<file path="src/rtl/enemy_fire_sched.sv">
// Enemy fire scheduler: every FIRE_INTERVAL cycles picks a pseudo-random start
// slot, scans for the first live enemy and requests a shot on the lowest free channel.
module enemy_fire_sched #(
  parameter int unsigned N_ENEMY       = 8,
  parameter int unsigned N_MISSILE     = 2,
  parameter int unsigned FIRE_INTERVAL = 250000,
  parameter logic [15:0] LFSR_SEED     = 16'hACE1
) (
  input  logic                       pclk,
  input  logic                       rst,
  input  logic                       enable,
  input  logic [N_ENEMY-1:0]         enemy_alive,
  input  logic [12*N_ENEMY-1:0]      enemy_xpos,
  input  logic [12*N_ENEMY-1:0]      enemy_ypos,
  input  logic [N_MISSILE-1:0]       missile_on,
  output logic [N_MISSILE-1:0]       fire,
  output logic [11:0]                fire_xpos,
  output logic [11:0]                fire_ypos,
  output logic [$clog2(N_ENEMY)-1:0] fire_enemy,
  output logic [15:0]                shots_fired
);
  localparam int unsigned IDX_W    = $clog2(N_ENEMY);
  localparam int unsigned CNT_W    = $clog2(FIRE_INTERVAL);
  localparam int unsigned CH_W     = (N_MISSILE > 1) ? $clog2(N_MISSILE) : 1;
  localparam int unsigned POS_W    = 12;
  localparam int unsigned HOLD_MAX = 3;

  localparam logic [2:0] S_WAIT  = 3'd0;
  localparam logic [2:0] S_PICK  = 3'd1;
  localparam logic [2:0] S_SCAN  = 3'd2;
  localparam logic [2:0] S_ISSUE = 3'd3;
  localparam logic [2:0] S_HOLD  = 3'd4;

  logic [2:0]           state, state_n;
  logic [CNT_W-1:0]     cnt, cnt_n;
  logic [15:0]          lfsr, lfsr_n;
  logic [IDX_W-1:0]     start_idx, start_idx_n;
  logic [IDX_W-1:0]     step, step_n;
  logic [CH_W-1:0]      hold_ch, hold_ch_n;
  logic [1:0]           hold_cnt, hold_cnt_n;
  logic [N_MISSILE-1:0] fire_n;
  logic [POS_W-1:0]     fire_xpos_n, fire_ypos_n;
  logic [IDX_W-1:0]     fire_enemy_n;
  logic [15:0]          shots_fired_n;

  logic [IDX_W-1:0]     scan_idx;
  logic [POS_W-1:0]     xpos_arr [N_ENEMY];
  logic [POS_W-1:0]     ypos_arr [N_ENEMY];
  logic                 free_found;
  logic [CH_W-1:0]      free_ch;

  assign scan_idx = start_idx + step;
  assign lfsr_n   = {lfsr[0] ^ lfsr[2] ^ lfsr[3] ^ lfsr[5], lfsr[15:1]};

  always_comb begin
    for (int i = 0; i < N_ENEMY; i++) begin
      xpos_arr[i] = enemy_xpos[POS_W*i +: POS_W];
      ypos_arr[i] = enemy_ypos[POS_W*i +: POS_W];
    end
  end

  // Lowest-index idle missile channel
  always_comb begin
    free_found = 1'b0;
    free_ch    = '0;
    for (int c = N_MISSILE - 1; c >= 0; c--) begin
      if (!missile_on[c]) begin
        free_found = 1'b1;
        free_ch    = CH_W'(c);
      end
    end
  end

  always_comb begin
    state_n       = state;
    cnt_n         = cnt;
    start_idx_n   = start_idx;
    step_n        = step;
    hold_ch_n     = hold_ch;
    hold_cnt_n    = hold_cnt;
    fire_n        = fire;
    fire_xpos_n   = fire_xpos;
    fire_ypos_n   = fire_ypos;
    fire_enemy_n  = fire_enemy;
    shots_fired_n = shots_fired;
    if (!enable) begin
      state_n = S_WAIT;
      fire_n  = '0;
    end else begin
      case (state)
        S_WAIT: begin
          if (cnt == CNT_W'(FIRE_INTERVAL - 1)) begin
            cnt_n   = '0;
            state_n = S_PICK;
          end else begin
            cnt_n = cnt + CNT_W'(1);
          end
        end
        S_PICK: begin
          start_idx_n = lfsr[IDX_W-1:0];
          step_n      = '0;
          state_n     = S_SCAN;
        end
        S_SCAN: begin
          if (enemy_alive[scan_idx]) begin
            fire_enemy_n = scan_idx;
            fire_xpos_n  = xpos_arr[scan_idx];
            fire_ypos_n  = ypos_arr[scan_idx];
            state_n      = S_ISSUE;
          end else if (step == IDX_W'(N_ENEMY - 1)) begin
            state_n = S_WAIT;
          end else begin
            step_n = step + IDX_W'(1);
          end
        end
        S_ISSUE: begin
          if (free_found) begin
            fire_n        = N_MISSILE'(1) << free_ch;
            hold_ch_n     = free_ch;
            hold_cnt_n    = '0;
            shots_fired_n = shots_fired + 16'd1;
            state_n       = S_HOLD;
          end else begin
            state_n = S_WAIT;
          end
        end
        S_HOLD: begin
          // Release on channel acknowledge or after four cycles high
          if (missile_on[hold_ch] || hold_cnt == 2'(HOLD_MAX)) begin
            fire_n  = '0;
            state_n = S_WAIT;
          end else begin
            hold_cnt_n = hold_cnt + 2'd1;
          end
        end
        default: begin
          fire_n  = '0;
          state_n = S_WAIT;
        end
      endcase
    end
  end

  always_ff @(posedge pclk) begin
    if (rst) begin
      state       <= S_WAIT;
      cnt         <= '0;
      lfsr        <= LFSR_SEED;
      start_idx   <= '0;
      step        <= '0;
      hold_ch     <= '0;
      hold_cnt    <= '0;
      fire        <= '0;
      fire_xpos   <= '0;
      fire_ypos   <= '0;
      fire_enemy  <= '0;
      shots_fired <= '0;
    end else begin
      state       <= state_n;
      cnt         <= cnt_n;
      lfsr        <= lfsr_n;
      start_idx   <= start_idx_n;
      step        <= step_n;
      hold_ch     <= hold_ch_n;
      hold_cnt    <= hold_cnt_n;
      fire        <= fire_n;
      fire_xpos   <= fire_xpos_n;
      fire_ypos   <= fire_ypos_n;
      fire_enemy  <= fire_enemy_n;
      shots_fired <= shots_fired_n;
    end
  end

endmodule
</file>
<file path="config.mk">
export PLATFORM = sky130hd
export DESIGN_NAME = enemy_fire_sched
export DESIGN_NICKNAME = d
export VERILOG_FILES = /design/src/rtl/enemy_fire_sched.sv
export SDC_FILE = /design/constraint.sdc
export NUM_CORES = 1
export LEC_CHECK = 0
export ABC_AREA = 1
export BUFFER_PORTS_ARGS = -buffer_cell sky130_fd_sc_hd__buf_2
export CORE_MARGIN = 5
export CORE_UTILIZATION = 35
export DETAILED_ROUTE_END_ITERATION = 12
export GPL_ROUTABILITY_DRIVEN = 0
export REMOVE_ABC_BUFFERS = 1
export SYNTH_ARGS = -nofsm -noshare
export SYNTH_HDL_FRONTEND = slang
export SYNTH_SLANG_ARGS = --single-unit
export TNS_END_PERCENT = 5
</file>
<file path="constraint.sdc">
create_clock -name pclk -period 2.5 [get_ports pclk]
set_input_delay 0.75 -clock pclk [delete_from_list [all_inputs] [get_ports pclk]]
set_output_delay 0.75 -clock pclk [all_outputs]
set_load 0.02 [all_outputs]
</file>
==> results by stage, run 1 <==
Placed design:
- The standard cell area after detailed placement is 7300 µm².
- The total half-perimeter wirelength after legalization and detailed placement is ~14 mm.
- Input and output buffers added on the ports amount to 249.

Route:
- In the detailed route, the total length drawn on met3 is 1.04 mm.
- The final route contains 6782 vias.
- The count of nets left with antenna violations once routing finished came out at 0.
- The detailed router finished its first iteration with roughly 300 violations.
- After detailed routing, the average wire length per cell comes to 13.4 µm.
- The number of search-and-repair iterations in the first detailed-routing pass is 5.
- Dividing the detail-routed via count by the number of cells gives around 4.7.
- In the final routing, the length of wire on met1 measures 8.49 mm.
- In the routed design, unresolved DRC markers number 0.
- The uppermost signal routing layer after detailed routing is met4.
- The met2 wire length is between 9 and 10 mm.
- The total wire length is 19.2 mm.

Layout:
- The final cell utilization of the core is 0.461.
- The number of filler instances in the final layout is 1794.
- The antenna diode count is 0.
- The post-route standard cell area excluding fillers is 7620 µm².
- The area overhead of the layout relative to synthesis is 29.6%.
- The footprint of the multi-input gates is ~3400 µm².
- The share of final-layout standard cells stronger than drive strength 1 is 0.250.
- The number of nets in the final layout is 1419.
- The register area is 1820 µm².

Floorplanning:
- The starting density of the core is 0.356.
- The floorplan has 47 rows.
- From bottom edge to top edge, the die measures 140 µm.
- The area inside the core boundary is 16500 µm².
- Pin placement for this block handled 250 I/O pins.
- The floorplan step defined a die boundary enclosing 19500 µm².
- The width of the chip is 140 µm.

Synth:
- The synthesized design spends more area on one cell type than any other, namely sky130_fd_sc_hd__dfxtp_1.
- Ranked by total cell area, the synthesized netlist is headed by sky130_fd_sc_hd__dfxtp_1 31%, sky130_fd_sc_hd__nand2_1 14%, sky130_fd_sc_hd__nor2_1 14%.
- The sequential element share of the synthesized area is 0.310.
- Synthesis produced a netlist whose cell count is 984.
- The area of the mapped netlist is 5880 µm².
- The mean cell area of the mapped netlist is approximately 6.0 µm².
- The proportion of netlist area held by the largest area contributor is 0.310.
- The synthesized netlist contains 39 unique library cells.
- In this run, synthesis produced a sequential element count of 91.
- The warning count from the yosys run is 0.

Setup path:
- Among the stages of the critical path, the cell type that occurs most often is sky130_fd_sc_hd__nand2_1.
- The critical path goes through ha_4, inv_1, fa_1, inv_1, nand3_1, nand2_1, nand2_1, nand3_1, nand2_1, nand2_1, nand2_1, nor2_1.
- For this run, the slowest stage of the critical path takes 610 ps.
- The slowest stage of the critical path belongs to the cell sky130_fd_sc_hd__fa_1.
- The capturing element type of the critical path is a flop.
- Counting both buffers and inverters, the worst setup path holds a total of 2.
- The family with the most delay on the worst path is simple AND/OR/NAND/NOR gates.
- At the worst endpoint, the arrival time is ~2500 ps.
- The critical path required time is 2740 ps.
- The critical path class is reg2reg.
- STA classifies the critical path startpoint as a flop.
- The maximum fanout encountered on the critical timing path is 7.

Pwr:
- The worst voltage drop across the vdd grid is 0.368 mV.
- The areal power density over the cells is 426 nW/µm².
- Total power for the finished layout comes to about 3.2 mW.
- The analysis attributes to cell leakage a power of 3.75 nW.

Global routing:
- The number of global-route vias before repair is ~6.3k.
- The total routing usage reported by global routing is 0.192.
- Entering global routing, the biggest net connects between 70 and 80 pins.
- After global routing the overflow that remains totals 0.
- The initial antenna violation count was 0.
- The first global-routing pass estimated 31.4 mm of wire.

Clocking:
- TritonCTS created 9 clock buffers.
- TritonCTS built the clock tree.
- The number of sinks on the clock net is 91.
- After clock tree synthesis, the clock-pin slew on the worst setup and hold paths is 60 ps.
- The deepest clock path buffer count is 2.
- The buffer cell driving the clock tree root is sky130_fd_sc_hd__clkbuf_16.
- The depth of the CTS H-tree is 3.
- The clock latency of the later-clocked register in the worst-skew pair is 340 ps.

Hold path:
- The worst hold-check path type is reg2reg.

Run:
- Max-cap violations in this run came to 0.

STA:
- Setup repair after global routing could not meet its margin everywhere.
- The total count of max-transition violations in the final report is 0.
- The final worst clock skew is 6.49 ps.
- Setup violations remaining at the end of the flow were counted as 0.
- The shortest clock period the worst path allows after layout is 2280 ps.
- The number of hold-slack violations in the final timing report is 0.
- In this run the tightest slew margin relative to its limit is 0.721.
- The measured slew at the worst slew-check pin is between 400 and 500 ps.
- Dividing the final minimum period by the clock period gives 0.910.
- Static timing analysis puts the maximum clock frequency at about 440 MHz.

Run status:
- The flow ran to the end, and the final reports show no timing, DRC or antenna violations.
## state kept, by name (all words and copies together) (netlist names), 3 cells and up
signal       count
lfsr            16
shots_fired     16
step             3
fire_ypos       12
start_idx        3
fire_xpos       12
state            3
fire_enemy       3
cnt             18
## synthesized netlist by cell type
library cell	count
sky130_fd_sc_hd__clkinv_1	2
sky130_fd_sc_hd__xnor2_1	2
sky130_fd_sc_hd__or2_2	7
sky130_fd_sc_hd__nand2_1	223
sky130_fd_sc_hd__buf_6	4
sky130_fd_sc_hd__o21a_1	2
sky130_fd_sc_hd__nor2_2	3
sky130_fd_sc_hd__ha_1	6
sky130_fd_sc_hd__nor3_2	1
sky130_fd_sc_hd__buf_2	12
sky130_fd_sc_hd__nand2_2	6
sky130_fd_sc_hd__o21bai_1	2
sky130_fd_sc_hd__o21ai_1	18
sky130_fd_sc_hd__a211oi_1	1
sky130_fd_sc_hd__a21oi_1	25
sky130_fd_sc_hd__inv_2	5
sky130_fd_sc_hd__o21ai_0	103
sky130_fd_sc_hd__inv_6	1
sky130_fd_sc_hd__nand4_1	7
sky130_fd_sc_hd__inv_1	99
sky130_fd_sc_hd__xor2_1	6
sky130_fd_sc_hd__o22ai_1	48
sky130_fd_sc_hd__nor2_8	1
sky130_fd_sc_hd__nand3b_1	2
sky130_fd_sc_hd__nor3_1	15
sky130_fd_sc_hd__buf_1	2
sky130_fd_sc_hd__dfxtp_1	91
sky130_fd_sc_hd__nor2_4	1
sky130_fd_sc_hd__nand3_1	33
sky130_fd_sc_hd__clkbuf_1	21
sky130_fd_sc_hd__nor2_1	218
sky130_fd_sc_hd__a31oi_1	2
sky130_fd_sc_hd__buf_4	9
sky130_fd_sc_hd__o21ai_2	1
sky130_fd_sc_hd__nor3b_1	1
sky130_fd_sc_hd__nor4_1	1
sky130_fd_sc_hd__fa_1	1
sky130_fd_sc_hd__nand4_4	1
sky130_fd_sc_hd__clkbuf_2	1
## logic make-up after synthesis
kind of cell / count (synthesis) / synth area share
simple gates: 520 / 0.362
xor+xnor: 8 / 0.0119
buf+inv: 156 / 0.114
compound gates: 202 / 0.185
flops: 91 / 0.310
fa+ha+maj: 7 / 0.0162
## metal layers
layer / track usage / up-vias
met3: 0.0326 / 16
met5: 0 / -
met1: 0.241 / 2996
met2: 0.342 / 172
met4: 0.0439 / 0
li1: - / 3598
## where the power goes
part | switching [mW] | internal [mW] | total [mW] | leakage [nW]
clock | 0.565 | 0.873 | 1.44 | 0.150
combinational | 0.144 | 0.180 | 0.324 | 2.86
sequential | 0.00857 | 1.47 | 1.48 | 0.738
total | 0.718 | 2.52 | 3.24 | 3.75
## what timing repair did
item / in CTS / in global routing
hold buffers: 0 / 0
setup endpoints to repair: 0 / 3
buffers inserted: 0 / 0
gates resized for setup: 0 / 1
## placed cells by master, fill, tap and decap left out, types with 2 or more instances in the layout
cell	Yosys	routed
sky130_fd_sc_hd__or2_2	7	7
sky130_fd_sc_hd__o21ai_0	103	103
sky130_fd_sc_hd__nor3_1	15	15
sky130_fd_sc_hd__o21ai_1	18	18
sky130_fd_sc_hd__nand2_1	223	223
sky130_fd_sc_hd__bufinv_16	0	2
sky130_fd_sc_hd__buf_4	9	7
sky130_fd_sc_hd__a31oi_1	2	2
sky130_fd_sc_hd__clkinv_1	2	2
sky130_fd_sc_hd__xor2_1	6	6
sky130_fd_sc_hd__nand2_2	6	5
sky130_fd_sc_hd__o21a_1	2	2
sky130_fd_sc_hd__xnor2_1	2	2
sky130_fd_sc_hd__ha_1	6	5
sky130_fd_sc_hd__nor2_2	3	3
sky130_fd_sc_hd__nand3_1	33	33
sky130_fd_sc_hd__clkinv_2	0	2
sky130_fd_sc_hd__inv_1	99	99
sky130_fd_sc_hd__buf_2	12	249
sky130_fd_sc_hd__o21bai_1	2	2
sky130_fd_sc_hd__inv_2	5	5
sky130_fd_sc_hd__dfxtp_1	91	91
sky130_fd_sc_hd__buf_12	0	5
sky130_fd_sc_hd__nor2_1	218	218
sky130_fd_sc_hd__nand3b_1	2	2
sky130_fd_sc_hd__a21oi_1	25	25
sky130_fd_sc_hd__nand4_1	7	7
sky130_fd_sc_hd__clkbuf_16	0	9
sky130_fd_sc_hd__o22ai_1	48	48
sky130_fd_sc_hd__clkbuf_1	21	2
## through the flow
step	hold slack [ps]	setup TNS (ps)	setup slack (ps)	instances
2_1_floorplan	388	-34540	-1110	935
3_3_place_gp	391	0	268	1416
3_5_place_dp	393	0	240	1416
4_1_cts	402	0	212	1432
5_1_grt	422	-5.42	-5.42	1432
6_report	401	0	225	1432
## worst paths after layout
| check | to | cells past startpoint | startpoint | slack (ps) |
|---|---|---|---|---|
| worst max-delay path | step[1]$_SDFFE_PP0P_ | 12 | step[0]$_SDFFE_PP0P_ | 220 |
| worst min-delay path | lfsr[3]$_SDFF_PP0_ | 2 | lfsr[4]$_SDFF_PP0_ | 400 |
| worst max register to register | step[1]$_SDFFE_PP0P_ | 12 | step[0]$_SDFFE_PP0P_ | 220 |
| worst min register to register | lfsr[3]$_SDFF_PP0_ | 2 | lfsr[4]$_SDFF_PP0_ | 400 |
## worst min-delay path, cell delays in order (launching register included)
cell and delay (ps):
sky130_fd_sc_hd__dfxtp_1 300, sky130_fd_sc_hd__inv_1 40, sky130_fd_sc_hd__nor2_1 30
## cell type report
cell class                 instances  share of cell area
multi-input combinational        737               0.447
sequential                        91               0.239
timing repair buffer             261               0.184
inverter                         107              0.0534
tap                              220              0.0361
clock buffer                      11              0.0306
clock inverter                     5              0.0102
Power figures use the tool's default switching activity.
==> run 2: changes to the inputs <==
Settings changed: RECOVER_POWER set to 50.
==> run 2 against run 1 <==
Fmax about the same. First-iteration DRC count down 0.34%. Register-to-register slack about the same. Design area about the same. Combinational power about the same. Non-clock buffer count unchanged. Largest cell class unchanged.
==> results by stage, run 2 (synthesis results as in run 1) <==
Layout:
- The antenna diode count was 0 (unchanged).
- The area overhead of the layout relative to synthesis came to 29.5% (about the same).
- The share of final-layout standard cells stronger than drive strength 1 was 0.249 (-0.000825).
- The number of nets in the final layout is 1419 (unchanged).
- The footprint of the multi-input gates came to 3400 µm² (unchanged).
- The flip-flop count of the largest register, all copies and words added is 18 (unchanged).
- The number of filler instances in the final layout is 1796 (+0.11%).
- Leaving out fill and tap cells, the most frequent cells in the layout are 249 x sky130_fd_sc_hd__buf_2, 223 x sky130_fd_sc_hd__nand2_1, 218 x sky130_fd_sc_hd__nor2_1.
- The most frequent standard cell in the layout excluding fill and tap cells is sky130_fd_sc_hd__buf_2.
- Ranked by flip-flop count, first place goes to cnt.
- The largest registers in the layout are cnt: 18 flops, lfsr: 16 flops, shots_fired: 16 flops.
- The number of cells in the finished layout apart from fillers is 1432 (unchanged).
- The register area is 1820 µm² (unchanged).
- The final cell utilization of the core is 0.461 (about the same).

Global routing:
- The number of global-route vias before repair is 6334 (unchanged).
- The initial antenna violation count is 0 (unchanged).
- The global-route wire length before repair is 31.4 mm (unchanged).
- The total routing usage reported by global routing is 0.192 (unchanged).
- The aggregate global routing overflow is 0 (unchanged).
- The largest net degree at the start of global routing came to 75 (unchanged).

Clocking:
- The deepest clock path buffer count is 2 (unchanged).
- The hold buffer count at CTS is 0 (unchanged).
- The clock latency of the later-clocked register in the worst-skew pair is 340 ps (about the same).
- TritonCTS built the clock tree.
- The depth of the CTS H-tree is 3 (unchanged).
- The number of sinks on the clock net is 91 (unchanged).
- The clock input transition at the sequential cells of the worst setup and hold paths came to 60 ps (about the same).
- The number of resized instances in the post-cts repair step was 0 (unchanged).
- The post-CTS repair timing setup buffer count is 0 (unchanged).
- The buffer cell driving the clock tree root is sky130_fd_sc_hd__clkbuf_16.
- The number of buffers added by the clock tree synthesis step came to 9 (unchanged).

Route:
- The per-cell via count in the routed design is 4.73 (about the same).
- The overall via count from detail_route is 6778 (-0.059%).
- The routed length per placed instance was 13.4 µm (about the same).
- The total wire length is 19.2 mm (about the same).
- The DRC marker count from the first detailed-route iteration was 294 (-0.34%).
- The number of search-and-repair iterations in the first detailed-routing pass is 5 (unchanged).
- The final antenna-violating net count was 0 (unchanged).
- The count of unresolved DRC violations after routing is 0 (unchanged).

Run status:
- The flow ran to the end, and the final reports show no timing, DRC or antenna violations.

Floorplanning:
- The die area is 19500 µm² (unchanged).
- The starting density of the core is 0.356 (unchanged).
- The vertical die dimension was 140 µm (unchanged).
- The area inside the core boundary is 16500 µm² (unchanged).
- The number of top-level pins is 250 (unchanged).
- The width of the chip is 140 µm (unchanged).
- The number of core rows is 47 (unchanged).

STA:
- The count of final setup violators came to 0 (unchanged).
- The relative max-transition margin was 0.0952 (-0.625).
- The final worst clock skew was 6.49 ps (+0.00170 ps).
- The share of the clock period used by the worst path was 0.910 (about the same).
- The number of hold-slack violations in the final timing report is 0 (unchanged).
- The maximum operating frequency is 440 MHz (about the same).
- The minimum setup slack in the final design came to 225 ps (+0.0730 ps).
- The measured slew at the worst slew-check pin is 1360 ps (+941 ps).
- The shortest clock period the worst path allows after layout came to 2280 ps (-0.0730 ps).
- The total count of max-transition violations in the final report is 0 (unchanged).
- Setup repair after global routing could not meet its margin everywhere.

Setup path:
- The worst reg2reg path depth is 12 (unchanged).
- The critical path required time is 2740 ps (about the same).
- The setup path with the least slack is of type reg2reg.
- STA classifies the critical path endpoint as a flop.
- The maximum fanout encountered on the critical timing path is 7 (unchanged).
- The endpoint arrival time on the critical path came to 2510 ps (about the same).
- STA classifies the critical path startpoint as a flop.

Pwr:
- The worst voltage drop across the vdd grid is 0.368 mV (about the same).
- The areal power density over the cells is 426 nW/µm² (about the same).
- The leakage power is 3.74 nW (about the same).

Placed design:
- The total half-perimeter wirelength after legalization and detailed placement is 14.5 mm (unchanged).
- The worst slack at placement came to 240 ps (unchanged).
- The count of input and output buffers is 249 (unchanged).
- The number of placed cells counting well taps was 1416 (unchanged).

Run:
- The count of maximum capacitance violations is 0 (unchanged).

Hold path:
- The worst hold-check path type is reg2reg.
- The instance count along the most critical hold path came to 2 (unchanged).
run 2: changes by cell type in the layout (fill, tap and decap cells not counted), sizes merged:
cell    previous run  this run
buf              261       260
clkbuf            11        12
run 2: area by class of cell:
class,count,area share
Clock inverter,5,0.0102
Tap cell,220,0.0362
Multi-Input combinational cell,737,0.447
Clock buffer,11,0.0306
Sequential cell,91,0.239
Inverter,107,0.0534
Timing Repair Buffer,261,0.183
run 2: power by group:
group,internal [mW],switching (mW)
clock,0.873,0.566
sequential,1.47,0.00857
combinational,0.180,0.144
run 2: worst max-delay path, cell delays in order, from the launching register on:
cell and delay [ps]:
sky130_fd_sc_hd__dfxtp_1 410, sky130_fd_sc_hd__ha_4 150, sky130_fd_sc_hd__inv_1 40, sky130_fd_sc_hd__fa_1 610
sky130_fd_sc_hd__inv_1 130, sky130_fd_sc_hd__nand3_1 100, sky130_fd_sc_hd__nand2_1 50, sky130_fd_sc_hd__nand2_1 130
sky130_fd_sc_hd__nand3_1 240, sky130_fd_sc_hd__nand2_1 160, sky130_fd_sc_hd__nand2_1 60, sky130_fd_sc_hd__nand2_1 50
sky130_fd_sc_hd__nor2_1 30
run 2: per-stage QoR:
stage | TNS [ps] | hold slack [ps] | cell area (µm²) | power (mW)
after floorplan | -34540 | 388 | 5610 | 1.64
after global placement | 0 | 391 | 7300 | 1.83
after detailed placement | 0 | 393 | 7300 | 1.84
after CTS | 0 | 402 | 7610 | 3.29
after global routing | -5.42 | 422 | 7610 | 3.39
final | 0 | 401 | 7610 | 3.24
run 2: final timing paths:
path	startpoint	end	slack, ps
worst max-delay path	step[0]$_SDFFE_PP0P_	step[1]$_SDFFE_PP0P_	220
worst min-delay path	lfsr[4]$_SDFF_PP0_	lfsr[3]$_SDFF_PP0_	400
worst max register to register	step[0]$_SDFFE_PP0P_	step[1]$_SDFFE_PP0P_	220
worst min register to register	lfsr[4]$_SDFF_PP0_	lfsr[3]$_SDFF_PP0_	400
run 2: layer usage:
layer,vias to the layer above,wire length [µm],global-route usage
met5,-,0,0
met4,0,198,0.0439
li1,3598,-,-
met3,16,1030,0.0326
met1,2995,8510,0.241
met2,169,9480,0.342
==> run 3: changes to the inputs <==
Settings changed: CORE_ASPECT_RATIO set to 0.9.
==> run 3 against run 2 <==
Non-clock buffer count is 7 higher. Setup slack worse by 20 ps. Clock skew is 0.94 ps lower. Critical path type unchanged. Largest cell class unchanged.
==> results by stage, run 3 (synthesis results as in run 1) <==
STA:
- The count of final setup violators is 0 (unchanged).
- The shortest clock period the worst path allows after layout is 2290 ps (+19.6 ps).
- The share of the clock period used by the worst path is 0.918 (+0.00786).
- The worst hold-check slack was 409 ps (+7.94 ps).
- The total count of max-transition violations in the final report is 0 (unchanged).
- Setup repair after global routing left no endpoint under its margin.
- The relative max-transition margin is 0.339 (+0.244).
- The number of hold-slack violations in the final timing report is 0 (unchanged).
- The final worst clock skew came to 5.55 ps (-0.944 ps).
- The measured slew at the worst slew-check pin is 991 ps (-366 ps).
- The maximum operating frequency is 436 MHz (-0.86%).

Floorplanning:
- The width of the chip is 147 µm (+5.0%).
- The number of top-level pins is 250 (unchanged).
- The starting density of the core is 0.353 (-0.00302).
- The die area is 19500 µm² (about the same).
- The area inside the core boundary was 16700 µm² (+0.86%).
- The vertical die dimension is 133 µm (-4.8%).
- The number of core rows is 45 (-4.3%).

Setup path:
- The worst-path cell with the longest stage delay is sky130_fd_sc_hd__fa_2.
- The critical path required time was 2750 ps (about the same).
- The family with the most delay on the worst path is adder cells.
- The maximum fanout encountered on the critical timing path is 50 (+43).
- The critical path is of the reg2reg type.
- The critical path startpoint category is a flop.
- STA classifies the critical path endpoint as a flop.
- The most used cell along the critical path is sky130_fd_sc_hd__nand2_1.
- The endpoint arrival time on the critical path is 2540 ps (+30 ps).
- Walking the worst path, the cells encountered are ha_4, inv_1, fa_2, buf_12, nand3_1, nand2_1, nand2_1, nand4_4, buf_12, nand2_1, nand2_1, nor2_1.
- The buffers plus inverters on the worst setup path is 3 (+1).
- The delay of the slowest cell on the worst path is 580 ps (-30 ps).

Pwr:
- The areal power density over the cells is 429 nW/µm² (+0.68%).
- The total power came to 3.26 mW (+0.53%).
- The net load switching power came to 0.806 mW (+12%).
- The net switching fraction of the power is 0.247 (+0.0258).
- The relative contribution of combinational cells to total power was 0.101 (about the same).
- The power share of the sequential group is 0.453 (-0.003).
- The leakage power came to 3.64 nW (-2.8%).
- The design internal power was 2.45 mW (-2.8%).
- The fraction of power consumed by the clock network came to 0.446 (+0.002).
- The worst voltage drop across the vdd grid is 0.466 mV (+27%).

Clocking:
- The depth of the CTS H-tree is 3 (unchanged).
- The number of sinks on the clock net is 91 (unchanged).
- The deepest clock path buffer count is 2 (unchanged).
- TritonCTS built the clock tree.
- The clock latency of the later-clocked register in the worst-skew pair is 350 ps (about the same).
- Clock tree synthesis selected as its root buffer the cell sky130_fd_sc_hd__clkbuf_16.
- The clock input transition at the sequential cells of the worst setup and hold paths is 70 ps (about the same).
- The hold buffer count at CTS was 0 (unchanged).
- The number of buffers added by the clock tree synthesis step is 9 (unchanged).

Layout:
- Counting flops per register, the top entry is cnt.
- The flip-flop count of the largest register, all copies and words added is 18 (unchanged).
- Leaving out fill and tap cells, the most frequent cells in the layout are 224 x sky130_fd_sc_hd__nand2_1, 219 x sky130_fd_sc_hd__buf_2, 218 x sky130_fd_sc_hd__nor2_1.
- In the final layout, the registers with the most flip-flops are cnt: 18 flops, lfsr: 16 flops, shots_fired: 16 flops.
- The most frequent standard cell in the layout excluding fill and tap cells is sky130_fd_sc_hd__nand2_1.
- The number of nets in the final layout is 1426 (+0.49%).
- The number of cells in the finished layout apart from fillers was 1430 (-0.14%).
- The share of final-layout standard cells stronger than drive strength 1 is 0.228 (-0.0211).
- From synthesis to final layout, the design area changed by 29.3%.
- The antenna diode count is 0 (unchanged).

Route:
- The total wire length is 20.3 mm (+5.5%).
- The per-cell via count in the routed design is 4.81 (+1.6%).
- The final antenna-violating net count is 0 (unchanged).
- The number of search-and-repair iterations in the first detailed-routing pass is 5 (unchanged).
- The routed length per placed instance was 14.2 µm (+5.7%).
- The DRC marker count from the first detailed-route iteration was 394 (+34%).
- The count of unresolved DRC violations after routing is 0 (unchanged).
- The overall via count from detail_route is 6874 (+1.4%).

Global routing:
- The total routing usage reported by global routing came to 0.199 (+0.00721).
- The number of global-route vias before repair is 6263 (-1.1%).
- The largest net degree at the start of global routing is 60 (-20%).
- The aggregate global routing overflow is 0 (unchanged).
- The global-route wire length before repair is 31.9 mm (+1.5%).
- The initial antenna violation count is 0 (unchanged).

Placed design:
- The count of input and output buffers was 249 (unchanged).
- The number of placed cells counting well taps came to 1412 (-0.28%).
- The total half-perimeter wirelength after legalization and detailed placement is 15.3 mm (+5.7%).

Hold path:
- In this run the worst hold path is classified as reg2reg.

Run status:
- The flow ran to the end, and the final reports show no timing, DRC or antenna violations.

Run:
- The count of maximum capacitance violations came to 0 (unchanged).
-- run 3: cell count changes in the layout (fill, tap and decap cells not counted), moves of 2 or more --
cell                       change
sky130_fd_sc_hd__buf_4         +5
sky130_fd_sc_hd__buf_2        -30
sky130_fd_sc_hd__clkbuf_1     +30
sky130_fd_sc_hd__inv_6         +3
sky130_fd_sc_hd__clkinv_2      -2
-- run 3: what timing repair did --
| action | CTS | global route |
|---|---|---|
| setup endpoints to repair | 0 | 22 |
| setup buffers | 0 | 2 |
| gates resized for setup | 0 | 2 |
-- run 3: worst paths after layout --
kind	endpoint	from	depth (start not counted)	slack, ps
setup / recovery	fire_xpos[2]$_SDFFE_PP0P_	start_idx[0]$_SDFFE_PP0P_	12	210
hold / removal	lfsr[3]$_SDFF_PP0_	lfsr[4]$_SDFF_PP0_	2	410
setup reg to reg	fire_xpos[2]$_SDFFE_PP0P_	start_idx[0]$_SDFFE_PP0P_	12	210
hold reg to reg	lfsr[3]$_SDFF_PP0_	lfsr[4]$_SDFF_PP0_	2	410
-- run 3: cell type report --
type	instances	area [µm²]
Fill cell	1805	9060
Inverter	107	410
Sequential cell	91	1820
Clock buffer	9	225
Tap cell	211	264
Timing Repair Buffer	268	1390
Multi-Input combinational cell	737	3390
Clock inverter	7	92.6
-- run 3: metrics by stage --
step           utilization  cell area [µm²]  setup TNS, ps  worst slack, ps
2_1_floorplan            -             5610         -34540            -1110
3_3_place_gp         0.439             7320              0             90.5
3_5_place_dp         0.439             7320              0             74.9
4_1_cts              0.458             7630              0             54.4
5_1_grt              0.456             7600              0             46.9
6_report             0.456             7600              0              205
-- run 3: worst register-to-register path: cells and delay by family (launching register included) --
kind	cells	cell delay, ps
buf+inv	3	480
simple gates	7	610
flops	1	380
fa+ha+maj	2	720
-- run 3: layer usage --
metal	wire length, µm	global-route usage
met1	8910	0.250
met3	1300	0.0503
met5	0	0
met2	9830	0.346
met4	241	0.0381
-- run 3: power groups by stage --
stage	sequential, mW	combinational, mW	clock [mW]
after floorplan	1.51	0.128	0
after global placement	1.51	0.329	0
after detailed placement	1.51	0.329	0
after CTS	1.48	0.332	1.50
after global routing	1.48	0.371	1.57
final	1.48	0.328	1.45
